## config.mk

```make
export PLATFORM = sky130hd
export DESIGN_NAME = ddr_arbiter_flat
export DESIGN_NICKNAME = d
export VERILOG_FILES = /design/src/rtl/ddr_arbiter_if.sv /design/src/rtl/ddr_arbiter.sv /design/src/flat_wrapper.sv
export SDC_FILE = /design/constraint.sdc
export NUM_CORES = 2
export LEC_CHECK = 0
export ABC_AREA = 1
export BUFFER_PORTS_ARGS = -buffer_cell sky130_fd_sc_hd__buf_2
export CORE_AREA = 5 5 541 543
export CTS_CLUSTER_SIZE = 16
export DETAILED_ROUTE_END_ITERATION = 10
export DIE_AREA = 0 0 546 548
export PLACE_DENSITY_LB_ADDON = 0.15
export SLEW_MARGIN = 10
export SYNTH_ARGS = -nofsm -noshare
export SYNTH_HDL_FRONTEND = slang
export SYNTH_SLANG_ARGS = --single-unit
```

## constraint.sdc

```tcl
create_clock -name clk -period 2.8 [get_ports clk]
set_input_delay 0.7 -clock clk [delete_from_list [all_inputs] [get_ports clk]]
set_output_delay 0.7 -clock clk [all_outputs]
set_load 0.01 [all_outputs]
```

## src/rtl/ddr_arbiter_if.sv

```systemverilog
// ddr_arbiter bundle: two block requesters plus the ddr_ctrl side.
// The arbiter takes the slave view; requesters/ddr_ctrl take master.
interface ddr_arbiter_if #(
  parameter int CNT_W = 16
);
  logic             req0;
  logic             req1;
  logic             write0;
  logic             write1;
  logic [29:0]      addr0;
  logic [29:0]      addr1;
  logic [255:0]     wdata0;
  logic [255:0]     wdata1;
  logic             done0;
  logic             done1;
  logic [255:0]     rdata;
  logic             ram_en;
  logic             ram_write;
  logic [29:0]      ram_addr;
  logic [255:0]     data_to_ram;
  logic             ram_rdy;
  logic [255:0]     block_out;
  logic             grant;
  logic             busy;
  logic [CNT_W-1:0] xfers0;
  logic [CNT_W-1:0] xfers1;

  modport slave (
    input  req0, req1, write0, write1,
    input  addr0, addr1, wdata0, wdata1,
    output done0, done1, rdata,
    output ram_en, ram_write, ram_addr,
    output data_to_ram,
    input  ram_rdy, block_out,
    output grant, busy, xfers0, xfers1
  );

  modport master (
    output req0, req1, write0, write1,
    output addr0, addr1, wdata0, wdata1,
    input  done0, done1, rdata,
    input  ram_en, ram_write, ram_addr,
    input  data_to_ram,
    output ram_rdy, block_out,
    input  grant, busy, xfers0, xfers1
  );
endinterface

```

## src/rtl/ddr_arbiter.sv

```systemverilog
// Two-port round-robin arbiter; splits each 256-bit block
// into low/high 128-bit ddr_ctrl operations.
module ddr_arbiter #(
  parameter int CNT_W = 16
) (
  input logic        clk,
  input logic        rst,
  ddr_arbiter_if.slave bus
);

  typedef enum logic [2:0] {
    IDLE,
    LO_ISSUE,
    LO_WAIT,
    HI_ISSUE,
    HI_WAIT,
    DONE
  } state_t;

  state_t           state_q, state_d;
  logic             grant_q, grant_d;
  logic             last_grant_q, last_grant_d;
  logic             cur_write_q, cur_write_d;
  logic [26:0]      cur_addr_q, cur_addr_d;
  logic [255:0]     cur_wdata_q, cur_wdata_d;
  logic [255:0]     rbuf_q, rbuf_d;
  logic [255:0]     rdata_q, rdata_d;
  logic [CNT_W-1:0] xfers0_q, xfers0_d;
  logic [CNT_W-1:0] xfers1_q, xfers1_d;
  logic             win;
  logic             ram_en;
  logic             hi_half;
  logic             in_done;

  always_comb begin
    state_d      = state_q;
    grant_d      = grant_q;
    last_grant_d = last_grant_q;
    cur_write_d  = cur_write_q;
    cur_addr_d   = cur_addr_q;
    cur_wdata_d  = cur_wdata_q;
    rbuf_d       = rbuf_q;
    rdata_d      = rdata_q;
    xfers0_d     = xfers0_q;
    xfers1_d     = xfers1_q;
    // on a tie the port not served last wins
    win = (bus.req0 & bus.req1) ?
          ~last_grant_q : bus.req1;
    unique case (state_q)
      IDLE: begin
        if (bus.req0 | bus.req1) begin
          grant_d     = win;
          cur_write_d = win ? bus.write1 : bus.write0;
          cur_addr_d  = win ? bus.addr1[29:3]
                            : bus.addr0[29:3];
          cur_wdata_d = win ? bus.wdata1 : bus.wdata0;
          state_d     = LO_ISSUE;
        end
      end
      LO_ISSUE: state_d = LO_WAIT;
      LO_WAIT: begin
        if (bus.ram_rdy) begin
          if (!cur_write_q)
            rbuf_d[127:0] = bus.block_out[127:0];
          state_d = HI_ISSUE;
        end
      end
      HI_ISSUE: state_d = HI_WAIT;
      HI_WAIT: begin
        if (bus.ram_rdy) begin
          if (!cur_write_q)
            rbuf_d[255:128] = bus.block_out[255:128];
          state_d = DONE;
        end
      end
      DONE: begin
        last_grant_d = grant_q;
        if (!cur_write_q) rdata_d = rbuf_q;
        if (grant_q) xfers1_d = xfers1_q + 1'b1;
        else         xfers0_d = xfers0_q + 1'b1;
        state_d = IDLE;
      end
      default: state_d = IDLE;
    endcase
  end

  always_ff @(posedge clk) begin
    if (!rst) begin
      state_q      <= IDLE;
      grant_q      <= 1'b0;
      last_grant_q <= 1'b1;
      cur_write_q  <= 1'b0;
      cur_addr_q   <= '0;
      cur_wdata_q  <= '0;
      rbuf_q       <= '0;
      rdata_q      <= '0;
      xfers0_q     <= '0;
      xfers1_q     <= '0;
    end else begin
      state_q      <= state_d;
      grant_q      <= grant_d;
      last_grant_q <= last_grant_d;
      cur_write_q  <= cur_write_d;
      cur_addr_q   <= cur_addr_d;
      cur_wdata_q  <= cur_wdata_d;
      rbuf_q       <= rbuf_d;
      rdata_q      <= rdata_d;
      xfers0_q     <= xfers0_d;
      xfers1_q     <= xfers1_d;
    end
  end

  assign ram_en  = (state_q == LO_ISSUE) |
                   (state_q == LO_WAIT)  |
                   (state_q == HI_ISSUE) |
                   (state_q == HI_WAIT);
  assign hi_half = (state_q == HI_ISSUE) |
                   (state_q == HI_WAIT);
  assign in_done = (state_q == DONE);

  assign bus.ram_en      = ram_en;
  assign bus.ram_write   = ram_en & cur_write_q;
  assign bus.ram_addr    = {cur_addr_q, hi_half, 2'b00};
  // cur_wdata only reloads in IDLE, so it holds between blocks
  assign bus.data_to_ram = cur_wdata_q;
  assign bus.done0       = in_done & ~grant_q;
  assign bus.done1       = in_done & grant_q;
  assign bus.rdata       = (in_done & ~cur_write_q) ?
                           rbuf_q : rdata_q;
  assign bus.grant       = grant_q;
  assign bus.busy        = (state_q != IDLE);
  assign bus.xfers0      = xfers0_q;
  assign bus.xfers1      = xfers1_q;

endmodule

```

## src/flat_wrapper.sv

```systemverilog
// flat-port wrapper written by rule: the top's interface ports become plain ports
module ddr_arbiter_flat 
#(
  parameter int CNT_W = 16
)
  (clk, rst, bus_req0, bus_req1, bus_write0, bus_write1, bus_addr0, bus_addr1, bus_wdata0, bus_wdata1, bus_done0, bus_done1, bus_rdata, bus_ram_en, bus_ram_write, bus_ram_addr, bus_data_to_ram, bus_ram_rdy, bus_block_out, bus_grant, bus_busy, bus_xfers0, bus_xfers1);
  ddr_arbiter_if #(.CNT_W(CNT_W)) bus_i ();
  input logic clk;
  input logic rst;
  input wire logic [$bits(bus_i.req0)-1:0] bus_req0;
  input wire logic [$bits(bus_i.req1)-1:0] bus_req1;
  input wire logic [$bits(bus_i.write0)-1:0] bus_write0;
  input wire logic [$bits(bus_i.write1)-1:0] bus_write1;
  input wire logic [$bits(bus_i.addr0)-1:0] bus_addr0;
  input wire logic [$bits(bus_i.addr1)-1:0] bus_addr1;
  input wire logic [$bits(bus_i.wdata0)-1:0] bus_wdata0;
  input wire logic [$bits(bus_i.wdata1)-1:0] bus_wdata1;
  output wire logic [$bits(bus_i.done0)-1:0] bus_done0;
  output wire logic [$bits(bus_i.done1)-1:0] bus_done1;
  output wire logic [$bits(bus_i.rdata)-1:0] bus_rdata;
  output wire logic [$bits(bus_i.ram_en)-1:0] bus_ram_en;
  output wire logic [$bits(bus_i.ram_write)-1:0] bus_ram_write;
  output wire logic [$bits(bus_i.ram_addr)-1:0] bus_ram_addr;
  output wire logic [$bits(bus_i.data_to_ram)-1:0] bus_data_to_ram;
  input wire logic [$bits(bus_i.ram_rdy)-1:0] bus_ram_rdy;
  input wire logic [$bits(bus_i.block_out)-1:0] bus_block_out;
  output wire logic [$bits(bus_i.grant)-1:0] bus_grant;
  output wire logic [$bits(bus_i.busy)-1:0] bus_busy;
  output wire logic [$bits(bus_i.xfers0)-1:0] bus_xfers0;
  output wire logic [$bits(bus_i.xfers1)-1:0] bus_xfers1;
  assign bus_i.req0 = bus_req0;
  assign bus_i.req1 = bus_req1;
  assign bus_i.write0 = bus_write0;
  assign bus_i.write1 = bus_write1;
  assign bus_i.addr0 = bus_addr0;
  assign bus_i.addr1 = bus_addr1;
  assign bus_i.wdata0 = bus_wdata0;
  assign bus_i.wdata1 = bus_wdata1;
  assign bus_done0 = bus_i.done0;
  assign bus_done1 = bus_i.done1;
  assign bus_rdata = bus_i.rdata;
  assign bus_ram_en = bus_i.ram_en;
  assign bus_ram_write = bus_i.ram_write;
  assign bus_ram_addr = bus_i.ram_addr;
  assign bus_data_to_ram = bus_i.data_to_ram;
  assign bus_i.ram_rdy = bus_ram_rdy;
  assign bus_i.block_out = bus_block_out;
  assign bus_grant = bus_i.grant;
  assign bus_busy = bus_i.busy;
  assign bus_xfers0 = bus_i.xfers0;
  assign bus_xfers1 = bus_i.xfers1;
  ddr_arbiter #(.CNT_W(CNT_W)) u_core (.clk(clk), .rst(rst), .bus(bus_i));
endmodule
```

-- After elaboration in Yosys (flattened, before gate mapping)
Index checks and enable logic that the tools add are counted.
- add/sub/neg operators: 2
- $mul: 0
- divide/modulo/power cells: 0
- order comparisons: 0
- eq/ne operators: 8
- shift-type cells: 0
- muxes and demuxes: 9
- bitwise operators: 13
- reduce and logical (&&, ||, !) cells: 9
- operators with widths (kind ; count):
    256-bit two-way mux ; 2
    16-bit by 1-bit adder with 16-bit output (second input constant) ; 2
    27-bit two-way mux ; 1
    3-bit one-hot mux with 5 select lines ; 1
    3-bit two-way mux ; 3
    3-bit AND reduction ; 3
    2-bit AND reduction ; 4
    3-bit by 2-bit equality test with 1-bit output (second input constant) ; 2
    3-bit equality test (second input constant) ; 2
    1-bit AND ; 5
    1-bit OR ; 5
    2-bit inequality test (second input constant) ; 2
    3-bit by 1-bit equality test with 1-bit output (second input constant) ; 1
    3-bit logical NOT ; 1
    1-bit inverter ; 3
    3-bit nonzero test ; 1
    1-bit two-way mux ; 2
    2-bit by 1-bit inequality test with 1-bit output (second input constant) ; 1
- register bits after elaboration: 833
- bits in latches: 0
- bits in writable memories: 0
- memory bits (read-only): 0
- output and inout port bits: 580
- logic and storage cells: 52
- memories kept: 0

-- Longest topological paths before layout
- depth after elaboration: 5
- depth in mapped cells: 9

-- Worst setup path after synthesis
OpenSTA, ideal clock, no wires.
- path kind: flip-flop to output port
- start: reg u_core.state_q[2]
- end: out bus_rdata[0]
- arrival time: 1.276 ns
- data required time: 2.100 ns
- slack: 0.824 ns
- cell stages (with the launch flop): 8
- path buffers: 2
- cell sequence: dfxtp_1 -> nand3_1 -> nor2_2 -> inv_1 -> buf_2 -> buf_2 -> nand2_1 -> nand2_1
- longest elaborated chain between the ends: 3
- RTL lines (item ; line ; text):
    start, declared ; ddr_arbiter.sv:20 ; state_t state_q, state_d;
    start signal, assigned ; ddr_arbiter.sv:100 ; state_q <= state_d;
    3-bit equality test ; ddr_arbiter.sv:119 ; assign in_done = (state_q == DONE);
    1-bit AND ; ddr_arbiter.sv:128 ; assign bus.rdata = (in_done & ~cur_write_q) ?
    256-bit two-way mux ; ddr_arbiter.sv:128 ;
    end, declared ; flat_wrapper.sv:20 ; output wire logic [$bits(bus_i.rdata)-1:0] bus_rdata;
No other way between the ends.

-- Worst setup path after layout
- start: reg u_core.state_q[1]
- end: out bus_rdata[220]
Same word-level chain as after synthesis.

==> flow_summary.ini <==
[clock_network]
clock_sinks = 833
cts_max_level = 3
clock_latency_ps = 820
clk_pin_slew_ps = 60
cts_tree = yes
ctsRootBufferMaster = clkbuf_16
clockBufferDepth = 4
cts_inserted_buffers = 116

[run_status]
violations = setup timing
status = finished, violations left

[synth]
synth_area_mm2 = 0.0331
synth-main-ff-cell = dfxtp_1
yosysSeqAreaShare_pct = 50.3
synth.top_cell.area_share_pct = 50.3
synth_area_leaders = dfxtp_1 50%, o21ai_0 12%, nor2_1 9.7%
synth_commonest_cells = 860 x nor2_1, 839 x nand2_1, 833 x dfxtp_1, 800 x o21ai_0, 549 x a21oi_1
async_flop_share_pct = 0
synth_most_common_cell = nor2_1
synth-edff-count = 0
netlist_instances = 4644
yosys_warnings = 0
yosysTopAreaCell = dfxtp_1
avgSynthCellArea_um2 = 7.14
synthDistinctLibCells = 30
ys_ff_latch = 833

[place]
gp_congestion = 0.839
port_buffers = 1406
pre_cts_ws_ps = -199
dp_hpwl_mm = 173
dp_cells = 9716
placedInstanceArea_mm2 = 0.0457

[sta]
worst_pin_slew_ps = 705
fin_crit_ps = 3110
slew_headroom_pct = 52.5
hold_viol_final = 0
worst_slack_ps = -308
drv_slew = 0
rsz0062_at_grt = true
period_share_pct = 111
fmax_mhz = 322
fin_skew_ps = 43.4
finalSetupViolations = 257

[worst_setup_path]
crit_fanout = 17
cp.required_ps = 2100
crit_arrival_ps = 2410
start_kind = register
crit_type = register to output port
end_kind = output port
r2r_slack_ps = 40

[floorplan]
core_area_mm2 = 0.287
ios = 1415
dieArea_mm2 = 0.299
start_util_pct = 11.5
fp-row-count = 197
die_w_um = 546
dieHeight_um = 548

[grt]
grt_usage_pct = 14.1
antenna_found_initial = 145
grt_pass1_wl_mm = 300
grt_max_degree = 98
grt_pass1_vias = 36007
overflow = 0

[power_and_ir_drop]
p_total_mw = 34.5
combPwrFrac_pct = 17.3
switchingPower_mw = 10.4
power_frac_seq_pct = 38.2
p_int_mw = 24.1
p_per_area_mw_per_mm2 = 651
switching_share_pct = 30.1
vdd_drop_max_mv = 0.418
p_clk_share_pct = 44.5
p_leak_nw = 25.1

[flow_run]
max_cap_viol_count = 0

[routing]
route.detailed.drc = 0
wl_per_cell_um = 22.4
final_antenna_net_count = 0
routed_via_density = 3.66
dr.pass1.iters = 5
drt_iter0_drc = 2117
via_count = 36638
wl_mm = 225

[layout]
drive_gt1_share_pct = 35.2
layout.cells.non_filler = 10018
syn2layout_area_growth_pct = 60.1
fin_nets = 6964
final_cell_area_mm2 = 0.0530

[worst_hold_path]
hold_class = primary input to register
cells by family after synthesis:
logic type	count (synthesis)	synth area share [%]
buffers and inverters	669	8.42
AO/OA/AOI/OAI	1394	21.1
other	1	0.0113
AND/OR/NAND/NOR	1741	20.0
adder cells (fa/ha/maj)	2	0.0755
XOR/XNOR	4	0.106
flip-flops	833	50.3
timing repair:
| item | in CTS | in global routing |
|---|---|---|
| hold endpoints to repair | 6 | 0 |
| setup endpoints to repair | 260 | 263 |
| setup buffers | 27 | 18 |
| cloned | 24 | 9 |
| pin swaps | 40 | 44 |
| hold buffers | 6 | 0 |
| resized for setup | 267 | 437 |
final cells by class:
cell class / instances / area [um^2]
tap: 3781 / 4730
fill: 32901 / 234000
clock inverter: 30 / 420
inverter: 335 / 1300
sequential: 833 / 16700
timing repair inverter: 3 / 36.3
timing repair buffer: 1695 / 11500
antenna: 21 / 52.6
multi-input combinational: 3143 / 14800
clock buffer: 177 / 3440
metal layers:
| layer | global-route usage, % | up-vias | share of wire (%) |
|---|---|---|---|
| li1 | - | 17930 | - |
| met1 | 16.2 | 16950 | 40 |
| met2 | 25.3 | 1315 | 50 |
| met3 | 4.88 | 405 | 8.0 |
| met4 | 2.96 | 38 | 2.6 |
| met5 | 0 | - | 0.10 |
power groups by stage:
stage	registers (mW)	logic [mW]	clock network, mW
3_3_place_gp	13.4	5.98	0
5_1_grt	13.3	6.59	16.4
6_report	13.2	5.99	15.4
2_1_floorplan	13.7	2.18	0
3_5_place_dp	13.4	5.97	0
4_1_cts	13.2	6.09	16.0
path summary, 6_finish.rpt:
check	start	endpoint	depth (start not counted)
setup / recovery	u_core.state_q[1]	bus_rdata[220]	10
hold / removal	bus_addr1[24]	u_core.cur_addr_q[21]	3
setup reg to reg	u_core.state_q[1]	u_core.bus.data_to_ram[114]	11
hold reg to reg	u_core.rdata_q[45]	u_core.rdata_q[45]	2
sequential cells by signal (all words and copies together) (netlist names):
signal                  flops
u_core.rbuf_q             256
u_core.state_q              3
u_core.cur_write_q          1
u_core.bus.data_to_ram    256
u_core.bus.xfers1          16
u_core.cur_addr_q          27
u_core.last_grant_q         1
u_core.bus.xfers0          16
u_core.rdata_q            256
u_core.bus.grant            1
worst max-delay path, stage by stage, from the launching register on:
cell	delay, ps
dfxtp_2	320
inv_2	70
nand3_4	70
nor2_4	120
buf_12	200
buf_12	150
inv_12	50
buf_16	160
nand2_1	100
nand2_1	70
buf_4	160
metrics by stage:
stage / hold WS [ps] / utilization [%] / setup TNS [ps]
detailed placement: 460 / 15.9 / -1240
finish: 106 / 18.5 / -57470
global route: 36.4 / 18.5 / -103690
CTS: 0.0169 / 17.9 / -97210
global placement: 455 / 15.9 / -1260
floorplan: 447 / - / 0
layout by cell type, fill, tap and decap left out, drive strengths merged, types with 2 or more instances in the layout:
| cell | Yosys | routed |
|---|---|---|
| ha | 2 | 2 |
| clkinv | 1 | 16 |
| xnor2 | 2 | 2 |
| nor3 | 4 | 4 |
| o21ai | 840 | 840 |
| nand4 | 10 | 10 |
| clkinvlp | 0 | 3 |
| clkbuf | 160 | 183 |
| inv | 334 | 340 |
| a21oi | 551 | 551 |
| buf | 174 | 1683 |
| dlygate4sd3 | 0 | 6 |
| and3 | 3 | 3 |
| xor2 | 2 | 2 |
| nand3 | 21 | 21 |
| conb | 1 | 2 |
| nand2 | 839 | 839 |
| dfxtp | 833 | 833 |
| diode | 0 | 21 |
| bufinv | 0 | 9 |
| nor2 | 863 | 863 |
(Power assumes the default switching activity.)
